**src/rtl/btn_debounce.sv**
```systemverilog
// rtl/btn_debounce.sv - two-flop synchroniser, debounce filter and press detect for one button
//
// Ports:
//   clock  - rising-edge clock
//   reset  - synchronous, active-high; clears synchroniser, debounce state and press history
//   raw    - raw button level, asynchronous to clock
//   level  - debounced button level
//   press  - high for one cycle on each debounced rising edge of level
module btn_debounce #(
  parameter int DEBOUNCE_CYCLES = 4,
  parameter int CNT_W           = 8
) (
  input  logic clock,
  input  logic reset,
  input  logic raw,
  output logic level,
  output logic press
);

  localparam logic [CNT_W-1:0] CNT_LAST = CNT_W'(DEBOUNCE_CYCLES - 1);

  logic             sync_0;
  logic             sync_1;
  logic             db;
  logic             db_d;
  logic [CNT_W-1:0] cnt;

  always_ff @(posedge clock) begin
    if (reset) begin
      sync_0 <= 1'b0;
      sync_1 <= 1'b0;
      db     <= 1'b0;
      db_d   <= 1'b0;
      cnt    <= '0;
    end else begin
      sync_0 <= raw;
      sync_1 <= sync_0;
      db_d   <= db;
      // cnt counts consecutive cycles of disagreement; any agreement restarts it,
      // so a pulse shorter than DEBOUNCE_CYCLES never reaches the terminal value.
      if (sync_1 != db) begin
        if (cnt == CNT_LAST) begin
          db  <= sync_1;
          cnt <= '0;
        end else begin
          cnt <= cnt + 1'b1;
        end
      end else begin
        cnt <= '0;
      end
    end
  end

  assign level = db;
  assign press = db & ~db_d;

endmodule

```
**src/rtl/counter_enable_ctrl.sv**
```systemverilog
// rtl/counter_enable_ctrl.sv - run/idle enable generator for the 4-bit counter
//
// Ports:
//   clock     - rising-edge clock
//   reset     - synchronous, active-high; aborts a run at the edge it is seen
//   button_in - raw start/stop button
//   step_in   - raw single-step button
//   enable    - registered one-cycle enable tick to the counter
//   running   - registered, high while the FSM is in RUN
module counter_enable_ctrl #(
  parameter int DEBOUNCE_CYCLES = 4,
  parameter int PRESCALE        = 4,
  parameter int CNT_W           = 8
) (
  input  logic clock,
  input  logic reset,
  input  logic button_in,
  input  logic step_in,
  output logic enable,
  output logic running
);

  typedef enum logic {
    IDLE = 1'b0,
    RUN  = 1'b1
  } state_t;

  localparam logic [CNT_W-1:0] PRESCALE_LAST = CNT_W'(PRESCALE - 1);

  logic start_press;
  logic step_press;
  logic start_level;
  logic step_level;

  state_t           state;
  state_t           state_next;
  logic [CNT_W-1:0] count;
  logic [CNT_W-1:0] count_next;
  logic             enable_next;

  btn_debounce #(
    .DEBOUNCE_CYCLES(DEBOUNCE_CYCLES),
    .CNT_W          (CNT_W)
  ) u_start_db (
    .clock(clock),
    .reset(reset),
    .raw  (button_in),
    .level(start_level),
    .press(start_press)
  );

  btn_debounce #(
    .DEBOUNCE_CYCLES(DEBOUNCE_CYCLES),
    .CNT_W          (CNT_W)
  ) u_step_db (
    .clock(clock),
    .reset(reset),
    .raw  (step_in),
    .level(step_level),
    .press(step_press)
  );

  // Only the press edges drive the FSM; the levels are not needed here.
  logic unused_levels;
  assign unused_levels = start_level ^ step_level;

  always_comb begin
    state_next  = state;
    count_next  = count;
    enable_next = 1'b0;
    case (state)
      IDLE: begin
        // start/stop has priority; a coincident step press is dropped, not queued
        if (start_press) begin
          state_next = RUN;
          count_next = '0;
        end else if (step_press) begin
          enable_next = 1'b1;
        end
      end
      RUN: begin
        // stopping takes precedence over a tick that would be due this edge
        if (start_press) begin
          state_next = IDLE;
          count_next = '0;
        end else if (count == PRESCALE_LAST) begin
          count_next  = '0;
          enable_next = 1'b1;
        end else begin
          count_next = count + 1'b1;
        end
      end
      default: begin
        state_next = IDLE;
        count_next = '0;
      end
    endcase
  end

  always_ff @(posedge clock) begin
    if (reset) begin
      state  <= IDLE;
      count  <= '0;
      enable <= 1'b0;
    end else begin
      state  <= state_next;
      count  <= count_next;
      enable <= enable_next;
    end
  end

  assign running = (state == RUN);

endmodule

```
**config.mk**
```make
export PLATFORM = sky130hd
export DESIGN_NAME = counter_enable_ctrl
export DESIGN_NICKNAME = d
export VERILOG_FILES = /design/src/rtl/btn_debounce.sv /design/src/rtl/counter_enable_ctrl.sv
export SDC_FILE = /design/constraint.sdc
export NUM_CORES = 1
export LEC_CHECK = 0
export BUFFER_PORTS_ARGS = -buffer_cell sky130_fd_sc_hd__buf_2
export CORE_MARGIN = 4
export CORE_UTILIZATION = 45
export DETAILED_ROUTE_END_ITERATION = 8
export HOLD_SLACK_MARGIN = 0.02
export SKIP_LAST_GASP = 1
export SLEW_MARGIN = 20
export SYNTH_ARGS = -nofsm -noshare
export SYNTH_HDL_FRONTEND = slang
export SYNTH_SLANG_ARGS = --single-unit
```
**constraint.sdc**
```tcl
create_clock -name clock -period 2.2 [get_ports clock]
set_clock_uncertainty 0.1 [all_clocks]
set_input_delay 0.22 -clock clock [delete_from_list [all_inputs] [get_ports clock]]
set_output_delay 0.22 -clock clock [all_outputs]
set_load 0.02 [all_outputs]
```
; Yosys cells after proc, flatten, opt, wreduce, memory -nomap -nowiden
; Index checks and enable logic that the tools add are counted.
[totals]
ff_bits = 34
elab_cells = 45
out_inout_bits = 2
[op_classes]
n_bitwise = 7
n_reduce_logical = 4
n_mux = 12
eq_ne = 6
n_addsub = 3
[op_table]
columns = cell, n
row1 = "8-bit by 1-bit adder with 8-bit output, second input constant", 3
row2 = "8-bit by 2-bit equality test with 1-bit output, second input constant", 3
row3 = 8-bit 2-to-1 mux, 3
row4 = 8-bit one-hot mux with 2 select lines, 1
row5 = 1-bit 2-to-1 mux, 6
row6 = 3-bit OR reduction, 2
row7 = 1-bit NOT, 5
row8 = 1-bit one-hot mux with 2 select lines, 2
row9 = 2-bit AND reduction, 2
row10 = 1-bit bitwise AND, 2
row11 = 1-bit != test, 2
row12 = "2-bit != test, second input constant", 1

; Logic depth before layout (Yosys ltp)
; Gate-level depths: netlist of run 1.
[logic_depth]
word_depth = 5
ltp_mapped = 7
depth_no_buf = 7

; Cells and area by module
; A second synthesis of run 1 with hierarchy kept.
[hier_totals]
cells_unflattened = 157
hier_area_um2 = 1457.6
[modules_own_cells]
columns = mod, seq_area_each_um2, n_inst, area_each_um2, cells_each
row1 = btn_debounce, 240.2, 2, 469.2, 50
row2 = counter_enable_ctrl, 200.2, 1, 519.2, 57

; Worst setup path after synthesis of run 1
; No wires, ideal clock.
[synth_timing]
path_kind = reg-to-reg
start = register state (netlist: running)
end = register count[7]
t_arrival_ps = 1478
path_slack_ps = 503
stages_incl_launch_ff = 7
required_ps = 1981
path_cell_list = dfxtp_1 inv_1 ha_1 and4b_1 nand3_1 xor2_1 nor2_1
[synth_via]
elab_chain_cells = 2
word_cells_on_any_way = 3
classes_between = eq/ne (1) / mux (1) / bitwise (1)
[synth_rtl]
columns = element, line
row1 = "start, declared", counter_enable_ctrl.sv:35  ; state_t state;
row2 = "start signal, assigned", counter_enable_ctrl.sv:106  ; state <= state_next;
row3 = 1-bit NOT, --
row4 = 8-bit one-hot mux with 2 select lines or 2-bit != test (tied branches), --
row5 = "end signal, assigned", counter_enable_ctrl.sv:107  ; count <= count_next;
row6 = "end, declared", counter_enable_ctrl.sv:37  ; logic [CNT_W-1:0] count;
; Parallel ways exist; a longest one is shown, timed or not.
; A chain may end at the register's enable or synchronous reset.

; Worst setup path in the final report of run 1
[layout_timing]
start = register u_start_db.db (netlist: u_start_db.level)
end = register count[7]
[layout_via]
elab_chain_cells = 3
word_cells_on_any_way = 4
classes_between = eq/ne (1) / mux (2) / bitwise (1)
[layout_rtl]
columns = element, line
row1 = "start, declared", btn_debounce.sv:24  ; logic db;
row2 = "start signal, assigned", btn_debounce.sv:43  ; db <= sync_1;
row3 = 1-bit bitwise AND (*), btn_debounce.sv:55  ; assign press = db & ~db_d;
row4 = 8-bit 2-to-1 mux, counter_enable_ctrl.sv:83  ; if (start_press) begin
row5 = 8-bit one-hot mux with 2 select lines, counter_enable_ctrl.sv:71  ; case (state)
; Mark *: on every way between the ends. The rest lies on a longest branch, timed or not.

==> run summary, run 1 <==
via count: 951
Critical Path AT: 1950 ps
drt first pass iters: 4
layout overhead on the synthesized area: 11.36%
vias in the first global route: 962
WL final: 2.149 mm
first-pass GRT wire length: 3.995 mm
Initial Util: 0.4657
dpl ws: 391.0 ps
Hold Vio Cnt, Final: 0
CTS Sinks: 34
status: finished, final reports clean
I/O pins: 6
Overall Global Routing Usage: 0.1239
WL per Instance: 10.69 µm
final worst path period share: 0.8263
CP max FO: 8
number of port buffers: 5
Synth area leaders: dfxtp_1 48%, xor2_1 8.1%, nor2_1 6.4%, nand3_1 5.3%, xnor2_1 4.3%
drt first-iter violations: 37
max frequency: 550.1 MHz
Net Count, Synth: 151
Via-to-Cell Ratio: 4.731
Die ar.: 4093 µm²
Yosys cell types: 25
Inst Count DP: 191
max cap viols: 0
Yosys reg bits: 34
Max IR drop VDD: 0.0003817 V
Final Max Slew Viols: 0
layout cells sized above 1: 0.1465
Tmin final: 1818 ps
critical-path cell list: and2b_2, inv_1, ha_1, and4b_1, nand3_1, xor2_1, nor2_1
Setup Buffers After CTS: 0
RSZ-0062 raised after global routing: no
H-tree Lvls: 2
post-synthesis sequential area ratio: 0.4827
Slew @ Worst Pin: 353.1 ps
DRC viols: 0
Leakage Power: 0.5781 nW
Hold WS: 125.8 ps
fin cells: 201
row count: 20
Top Family by Delay on Critical Path: simple AND/OR/NAND/NOR gates
Post-Syn Instances: 143
Power Density: 636.4 nW/µm²
CP required: 2330 ps
worst skew pair latency: 330 ps
root buf cell: clkbuf_4
WS Path Type: reg -> reg
Core Area: 3028 µm²
max incr delay on CP: 390 ps
Horiz. Die Dim: 63.98 µm
most frequent cells in the layout: 34 x dfxtp_1, 24 x nor2_1, 15 x nand3_1
Die Ht: 63.98 µm
leading area contributor after synthesis: dfxtp_1
relative slew slack: 0.7636
worst min path class: in -> reg
Total Nets Final: 164
CP max stage cell: dfxtp_1
Critical Path End Type: register
synthesized area: 1410 µm²
Reg clk slew, reported paths: 110 ps
CTS tree: yes
syn avg cell area: 9.861 µm²
Setup Viol. Count Final: 0
# resized after CTS: 0
area share of the largest cell type after synthesis: 0.4827
crit path launch type: register
Post-DRT Antenna Nets: 0
Worst Path Buf+Inv: 1
HPWL after DPL: 1.532 mm
most common cell after layout, fill and taps aside: dfxtp_1
Num CTS Buffers: 5
n_diodes: 0
RePlAce Congestion: 0.7919
gr ovfl total: 0
initial antenna violation count: 0
largest net degree at the start of global routing: 16
CTS Buffer Depth: 2
Syn. warnings: 0
final worst slack: 382.3 ps
fillers: 263
setup TNS: 0 ps
-- worst reg2reg max path: cells and delay by family, from the launching register on --
kind          cells  cell delay (ps)
simple gates      4              730
flops             1              390
fa+ha+maj         1              280
xor+xnor          1              160
buf+inv           1               60
-- path summary, 6_finish.rpt --
path	startpoint	depth (start not counted)	slack, ps	end
worst max-delay path	u_start_db.level$_SDFFE_PP0P_	7	380	count[7]$_SDFFE_PP0P_
worst min-delay path	reset	2	130	u_start_db.sync_1$_SDFF_PP0_
worst min register to register	u_start_db.sync_0$_SDFF_PP0_	1	350	u_start_db.sync_1$_SDFF_PP0_
worst max register to register	u_start_db.level$_SDFFE_PP0P_	7	380	count[7]$_SDFFE_PP0P_
-- flip-flops by register name (all words and copies together) (netlist names) --
signal,cells
count,8
enable,1
running,1
u_start_db.cnt,8
u_start_db.db_d,1
u_start_db.level,1
u_start_db.sync_0,1
u_start_db.sync_1,1
u_step_db.cnt,8
u_step_db.db_d,1
u_step_db.level,1
u_step_db.sync_0,1
u_step_db.sync_1,1
-- what timing repair did --
item,CTS,global route
hold buffers,2,0
endpoints found under the setup margin,0,0
hold endpoints to repair,2,0
-- cell type report --
class                      instances  area (µm²)  area share
sequential                        34       680.7      0.4335
tap                               44       55.05     0.03506
clock buffer                       6       51.30     0.03267
inverter                           2       7.507    0.004781
timing repair buffer               7       45.04     0.02869
multi-input combinational        106       718.2      0.4574
clock inverter                     2       12.51    0.007968
-- synthesized netlist by cell type --
master / n
dfxtp_1: 34
nor2_1: 24
nand3_1: 15
xor2_1: 13
nand2_1: 9
nor2b_1: 7
xnor2_1: 7
and3_1: 6
ha_1: 4
a21oi_1: 3
nor3_1: 3
and2b_2: 2
inv_1: 2
nand3b_1: 2
nor4b_2: 2
a211oi_2: 1
a211oi_4: 1
a32oi_1: 1
and3_2: 1
and4b_1: 1
clkbuf_1: 1
nand4b_1: 1
nor3_2: 1
nor4b_4: 1
o21bai_4: 1
-- power breakdown --
group | internal, mW | switching (mW) | total, mW
Combinational | 0.00958 | 0.0100 | 0.0196
Sequential | 0.620 | 0.00289 | 0.623
Clock | 0.154 | 0.204 | 0.357
Total | 0.783 | 0.216 | 0.999
-- stage by stage --
step	utilization	power [mW]	area [µm²]
2_1_floorplan	-	0.6474	1410
3_3_place_gp	0.4909	0.6538	1486
3_5_place_dp	0.4909	0.6539	1486
4_1_cts	0.5186	1.019	1570
5_1_grt	0.5186	1.041	1570
6_report	0.5186	0.9993	1570
-- cell families after synthesis --
group / synth area share
and+or+nand+nor: 0.2964
DFF: 0.4827
xor gates and xnor gates: 0.1242
AOI/OAI and AO/OA: 0.05324
adders and majority gates: 0.03549
buffers and inverters: 0.007985
-- routing by layer --
metal / track usage / routed length [µm] / vias to the layer above
met3: 0.04218 / 53 / 4
met5: 0 / 0 / -
li1: - / - / 511
met4: 0.05660 / 31 / 0
met2: 0.1819 / 885 / 10
met1: 0.1625 / 1179 / 426
Note: power is estimated with default switching activity, not from simulation.
==> run 2: changes to the inputs <==
ABC_AREA = 1   (was default)
clock period = 1.57 ns   (was 2.2 ns; I/O delays follow)
==> run 2 against run 1 <==
Compared with the run above:
- first-iteration DRC count rose by 59%
- clock-buffer cell count fell by 1
- synthesized cell count is 34% higher
- worst setup slack worse by 260 ps
- register-to-register slack worse by 260 ps
- fmax is 25% higher
- final cell count increased by 25%
- critical endpoint is now count[5]$_SDFFE_PP0P_
- highest routed layer unchanged
==> run summary, run 2 <==
Final Power: 1.545 mW (+55%)
largest net degree at the start of global routing: 13 (-3)
leading area contributor after synthesis: dfxtp_1
status: finished, final reports clean
RePlAce Congestion: 0.7974 (+0.69%)
Tmin final: 1452 ps (-365.8 ps)
post-synthesis async set-or-reset flop share: 0 (unchanged)
Synth area leaders: dfxtp_1 45%, nor2_1 9.5%, xor2_1 6.4%, nand2_1 6.2%, inv_1 5.7%
Reg clk slew, reported paths: 110 ps (about the same)
via count: 1121 (+18%)
root buf cell: clkbuf_4
vias in the first global route: 1078 (+12%)
Die Ht: 65.88 µm (+3.0%)
Yosys cell types: 23 (-8.0%)
WL per Instance: 8.948 µm (-16%)
Initial Util: 0.4820 (+0.01630)
CTS Sinks: 34 (unchanged)
dpl ws: 17.09 ps (-373.9 ps)
final worst slack: 118.0 ps (-264.2 ps)
Via-to-Cell Ratio: 4.466 (-5.6%)
number of synthesized flops with an enable pin: 0 (unchanged)
Setup Viol. Count Final: 0 (unchanged)
syn avg cell area: 7.853 µm² (-20%)
WL final: 2.246 mm (+4.5%)
Hold Vio Cnt, Final: 0 (unchanged)
synthesized area: 1508 µm² (+6.9%)
HPWL after DPL: 1.694 mm (+11%)
XOR/XNOR share of the synthesized area: 0.08714 (-0.03709)
post-synthesis mux area share: 0 (unchanged)
layout overhead on the synthesized area: 13.20%
Syn. warnings: 0 (unchanged)
layout cells sized above 1: 0.2126 (+0.06606)
area share of the largest cell type after synthesis: 0.4515 (-0.03125)
largest family of logic cells by synthesized area: simple AND/OR/NAND/NOR gates
gr ovfl total: 0 (unchanged)
Total Nets Final: 214 (+30%)
Horiz. Die Dim: 65.88 µm (+3.0%)
Top Registers: count x8, u_start_db.cnt x8, u_step_db.cnt x8
Power Density: 905.5 nW/µm² (+42%)
fillers: 313 (+19%)
Die ar.: 4340 µm² (+6.0%)
Setup Buffers After CTS: 0 (unchanged)
row count: 20 (unchanged)
post-synthesis simple-gate area fraction: 0.2938 (-0.002586)
first-pass GRT wire length: 4.222 mm (+5.7%)
Max IR drop VDD: 0.0005900 V (+55%)
number of port buffers: 5 (unchanged)
CP max FO: 5 (-3)
worst min path class: in -> reg
Yosys reg bits: 34 (unchanged)
Critical Path AT: 1580 ps (-370 ps)
Hold WS: 46.99 ps (-78.80 ps)
Post-Syn Instances: 192 (+34%)
final worst path period share: 0.9248 (+0.09857)
max frequency: 688.7 MHz (+25%)
CTS Buffer Depth: 2 (unchanged)
top post-synthesis cells by count: 38 x nor2_1, 34 x dfxtp_1, 25 x nand2_1
initial antenna violation count: 0 (unchanged)
synthesized-area fraction occupied by adder cells: 0.03320 (-0.002297)
I/O pins: 6 (unchanged)
crit path launch type: register
Top FF cell, synth: dfxtp_1
count leader, synth: nor2_1
Core Util, Final: 0.5456 (+0.02700)
Slew @ Worst Pin: 365.3 ps (+12.16 ps)
Post-DRT Antenna Nets: 0 (unchanged)
worst skew pair latency: 330 ps (about the same)
Final Max Slew Viols: 0 (unchanged)
Overall Global Routing Usage: 0.1262 (+0.002358)
relative slew slack: 0.7558 (-0.007831)
Core Area: 3128 µm² (+3.3%)
Net Count, Synth: 200 (+32%)
n_diodes: 0 (unchanged)
Synth Area in Compound Gates: 0.05062 (-0.002616)
drt first pass iters: 4 (unchanged)
CTS tree: yes
setup TNS: 0 ps (unchanged)
max cap viols: 0 (unchanged)
CP required: 1700 ps (-630 ps)
H-tree Lvls: 2 (unchanged)
Critical Path End Type: register
drt first-iter violations: 59 (+59%)
Num CTS Buffers: 5 (unchanged)
Leakage Power: 0.6521 nW (+13%)
most common cell after layout, fill and taps aside: nor2_1
most frequent cells in the layout: 37 x nor2_1, 33 x dfxtp_1, 25 x nand2_1
DRC viols: 0 (unchanged)
post-synthesis sequential area ratio: 0.4515 (-0.03125)
WS Path Type: reg -> reg
## run 2: cell count changes after synthesis, moves of 6 or more
cell,before,now
nand3_1,15,9
nand2_1,9,25
and3_1,6,0
inv_1,2,23
nor2b_1,7,0
nor2_2,0,9
nor2_1,24,38
## run 2: worst max-delay path, cell delays in order (launching register included)
cell and delay, ps:
dfxtp_2 360, inv_2 50, nor2_2 90, inv_1 80, ha_2 220, inv_4 90
nand2_2 70, nor2_2 90, xor2_1 150, nor2_1 60
## run 2: path summary, 6_finish.rpt
| kind | start | endpoint | slack (ps) | depth (start not counted) |
|---|---|---|---|---|
| setup reg to reg | u_start_db.level$_SDFFE_PP0P_ | count[5]$_SDFFE_PP0P_ | 120 | 9 |
| hold reg to reg | u_step_db.sync_0$_SDFF_PP0_ | u_step_db.sync_1$_SDFF_PP0_ | 310 | 2 |
| setup / recovery | u_start_db.level$_SDFFE_PP0P_ | count[5]$_SDFFE_PP0P_ | 120 | 9 |
| hold / removal | reset | u_step_db.sync_0$_SDFF_PP0_ | 50 | 2 |
## run 2: cell families (layout without fill, tap and decap cells)
group	after synthesis	count (layout)
adders and majority gates	4	4
xor gates and xnor gates	15	15
DFF	34	34
buffers and inverters	32	47
and+or+nand+nor	94	94
AOI/OAI and AO/OA	13	13
## run 2: routing by layer
| layer | up-vias | global-route usage | wire length [µm] |
|---|---|---|---|
| met5 | - | 0 | 0 |
| met4 | 0 | 0.05440 | 49 |
| met3 | 4 | 0.05102 | 70 |
| met2 | 10 | 0.1940 | 980 |
| met1 | 491 | 0.1543 | 1145 |
| li1 | 616 | - | - |
## run 2: timing repair
item                                   4_1_cts  5_1_grt
endpoints found under the hold margin        2        0
cloned                                       0        0
resized for setup                            1        5
setup endpoints to repair                    1        4
hold buffers                                 2        0
## run 2: where the power goes
group          switching, mW  total (mW)  internal [mW]
Sequential           0.00333       0.872          0.868
Combinational         0.0199      0.0326         0.0127
Clock                  0.307       0.641          0.334
Total                  0.330        1.55           1.22
## run 2: area by class of cell
type,instances,area (µm²),share of cell area
Sequential cell,34,681.9,0.3996
Inverter,31,123.9,0.07258
Clock buffer,5,37.54,0.02199
Timing Repair Buffer,8,52.55,0.03079
Tap cell,44,55.05,0.03226
Multi-Input combinational cell,126,710.7,0.4164
Clock inverter,3,45.04,0.02639
## run 2: per-stage QoR
stage               cells  area (µm²)
global placement      241        1590
detailed placement    241        1590
floorplan             192        1508
CTS                   251        1694
finish                251        1707
global route          251        1707
==> run 3: changes to the inputs <==
RECOVER_POWER = 50   (was default)
==> run 3 against run 2 <==
Compared with the run above:
- highest routed layer unchanged
- flip-flop and latch count unchanged
- total power down 0.12%
- first-iteration DRC count fell by 1.7%
- via count grew 0.36%
- die area did not move
- critical path type unchanged
- global-route usage unchanged
==> run summary, run 3 (synthesis gave the netlist of run 2 again) <==
Core Area: 3128 µm² (unchanged)
Horiz. Die Dim: 65.88 µm (unchanged)
Die ar.: 4340 µm² (unchanged)
most frequent cells in the layout: 38 x nor2_1, 33 x dfxtp_1, 25 x nand2_1
drt first-iter violations: 58 (-1.7%)
Tmin final: 1456 ps (+3.693 ps)
Core Util, Final: 0.5404 (-0.005200)
Slew @ Worst Pin: 398.8 ps (+33.51 ps)
most common cell after layout, fill and taps aside: nor2_1
Num CTS Buffers: 5 (unchanged)
relative slew slack: 0.7321 (-0.02367)
n_diodes: 0 (unchanged)
worst min path class: in -> reg
WL final: 2.257 mm (+0.49%)
number of port buffers: 5 (unchanged)
vias in the first global route: 1078 (unchanged)
RePlAce Congestion: 0.7974 (unchanged)
Overall Global Routing Usage: 0.1262 (unchanged)
Final Power: 1.543 mW (-0.12%)
setup TNS: 0 ps (unchanged)
drt first pass iters: 4 (unchanged)
Power Density: 913.1 nW/µm² (+0.84%)
HP Start: reset
Reg2Reg Capture Point: u_step_db.cnt[2]$_SDFF_PP0_
row count: 20 (unchanged)
root buf cell: clkbuf_4
Hold Vio Cnt, Final: 0 (unchanged)
CP required: 1740 ps (+40 ps)
I/O pins: 6 (unchanged)
first-pass GRT wire length: 4.222 mm (unchanged)
max cap viols: 0 (unchanged)
Max IR drop VDD: 0.0005913 V (+0.21%)
via count: 1125 (+0.36%)
Hold WS: 30.36 ps (-16.63 ps)
largest net degree at the start of global routing: 13 (unchanged)
HPWL after DPL: 1.694 mm (unchanged)
Total Nets Final: 214 (unchanged)
H-tree Lvls: 2 (unchanged)
Post-DRT Antenna Nets: 0 (unchanged)
WS Path Type: reg -> reg
crit path launch type: register
Via-to-Cell Ratio: 4.482 (+0.36%)
Initial Util: 0.4820 (unchanged)
Critical Path End Type: register
final worst path period share: 0.9272 (+0.002352)
Leakage Power: 0.6409 nW (-1.7%)
Top Registers: count x8, u_start_db.cnt x8, u_step_db.cnt x8
r2r startpoint: u_step_db.cnt[0]$_SDFF_PP0_
Final Max Slew Viols: 0 (unchanged)
register-to-register setup slack: 110 ps (about the same)
layout cells sized above 1: 0.1932 (-0.01932)
DRC viols: 0 (unchanged)
Reg clk slew, reported paths: 110 ps (about the same)
WL per Instance: 8.992 µm (+0.49%)
CTS Sinks: 34 (unchanged)
Setup Viol. Count Final: 0 (unchanged)
Setup Buffers After CTS: 0 (unchanged)
CP max FO: 7 (+2)
initial antenna violation count: 0 (unchanged)
Critical Path AT: 1620 ps (+40 ps)
worst skew pair latency: 330 ps (about the same)
WHS Path Cells: 2 (unchanged)
hold endpoint: u_step_db.sync_0$_SDFF_PP0_
layout overhead on the synthesized area: 12.12%
CTS tree: yes
max frequency: 687.0 MHz (-0.25%)
Die Ht: 65.88 µm (unchanged)
R2R depth: 6 (-3)
gr ovfl total: 0 (unchanged)
CTS Buffer Depth: 2 (unchanged)
status: finished, final reports clean
==> run 3: changes by cell type in the layout (fill, tap and decap cells not counted) <==
cell	before	now
buf_2	5	3
clkbuf_1	0	2
nor2_1	37	38
nor2_2	10	9
nor3_1	1	2
nor3_4	2	1
o21ai_0	3	5
o21ai_1	3	1
==> run 3: repair_timing <==
item / in CTS / in global routing
hold buffers: 2 / 0
setup endpoints to repair: 1 / 4
pin swaps: 0 / 0
cloned: 0 / 0
endpoints found under the hold margin: 2 / 0
resized for setup: 1 / 5
==> run 3: worst max-delay path by stage <==
stage | start | endpoint | slack [ps] | depth (start not counted)
4_1_cts | u_start_db.level$_SDFFE_PP0P_ | count[4]$_SDFFE_PP0P_ | 8 | 9
2_1_floorplan | running$_SDFF_PP0_ | count[5]$_SDFFE_PP0P_ | 100 | 7
3_3_place_gp | u_start_db.level$_SDFFE_PP0P_ | count[4]$_SDFFE_PP0P_ | 50 | 9
6_report | u_step_db.cnt[0]$_SDFF_PP0_ | u_step_db.cnt[2]$_SDFF_PP0_ | 110 | 6
3_5_place_dp | u_start_db.level$_SDFFE_PP0P_ | count[4]$_SDFFE_PP0P_ | 20 | 9
5_1_grt | u_start_db.level$_SDFFE_PP0P_ | count[7]$_SDFFE_PP0P_ | -7 | 9
==> run 3: per-layer routing <==
metal  global-route usage  vias up  routed length [µm]  part of all wire
li1                     -      617                   -                 -
met1               0.1543      494                1132              0.50
met2               0.1940       10                 989              0.44
met3              0.05102        4                  86             0.038
met4              0.05440        0                  49             0.022
met5                    0        -                   0                 0
==> run 3: critical path, stage by stage, from the launching register on <==
cell	delay, ps
dfxtp_1	350
ha_1	230
nand2_1	90
nor2_1	60
nor3_1	320
inv_4	130
nor3_4	120
==> run 3: layout make-up <==
class	instances	area, µm²
Fill cell	316	1438
Multi-Input combinational cell	126	696.9
Sequential cell	34	681.9
Inverter	31	123.9
Tap cell	44	55.05
Timing Repair Buffer	8	50.05
Clock inverter	3	45.04
Clock buffer	5	37.54
==> run 3: per-stage QoR <==
step           cells  setup slack, ps  area [µm²]
2_1_floorplan    192            100.3        1508
3_3_place_gp     241            51.66        1590
3_5_place_dp     241            17.09        1590
4_1_cts          251            8.346        1694
5_1_grt          251           -6.839        1690
6_report         251            114.3        1690
==> run 3: where the power goes <==
group	switching (mW)	total (mW)	internal (mW)	leakage [nW]
logic	0.0184	0.0304	0.0120	0.328
clock network	0.307	0.641	0.334	0.0374
registers	0.00332	0.872	0.868	0.275
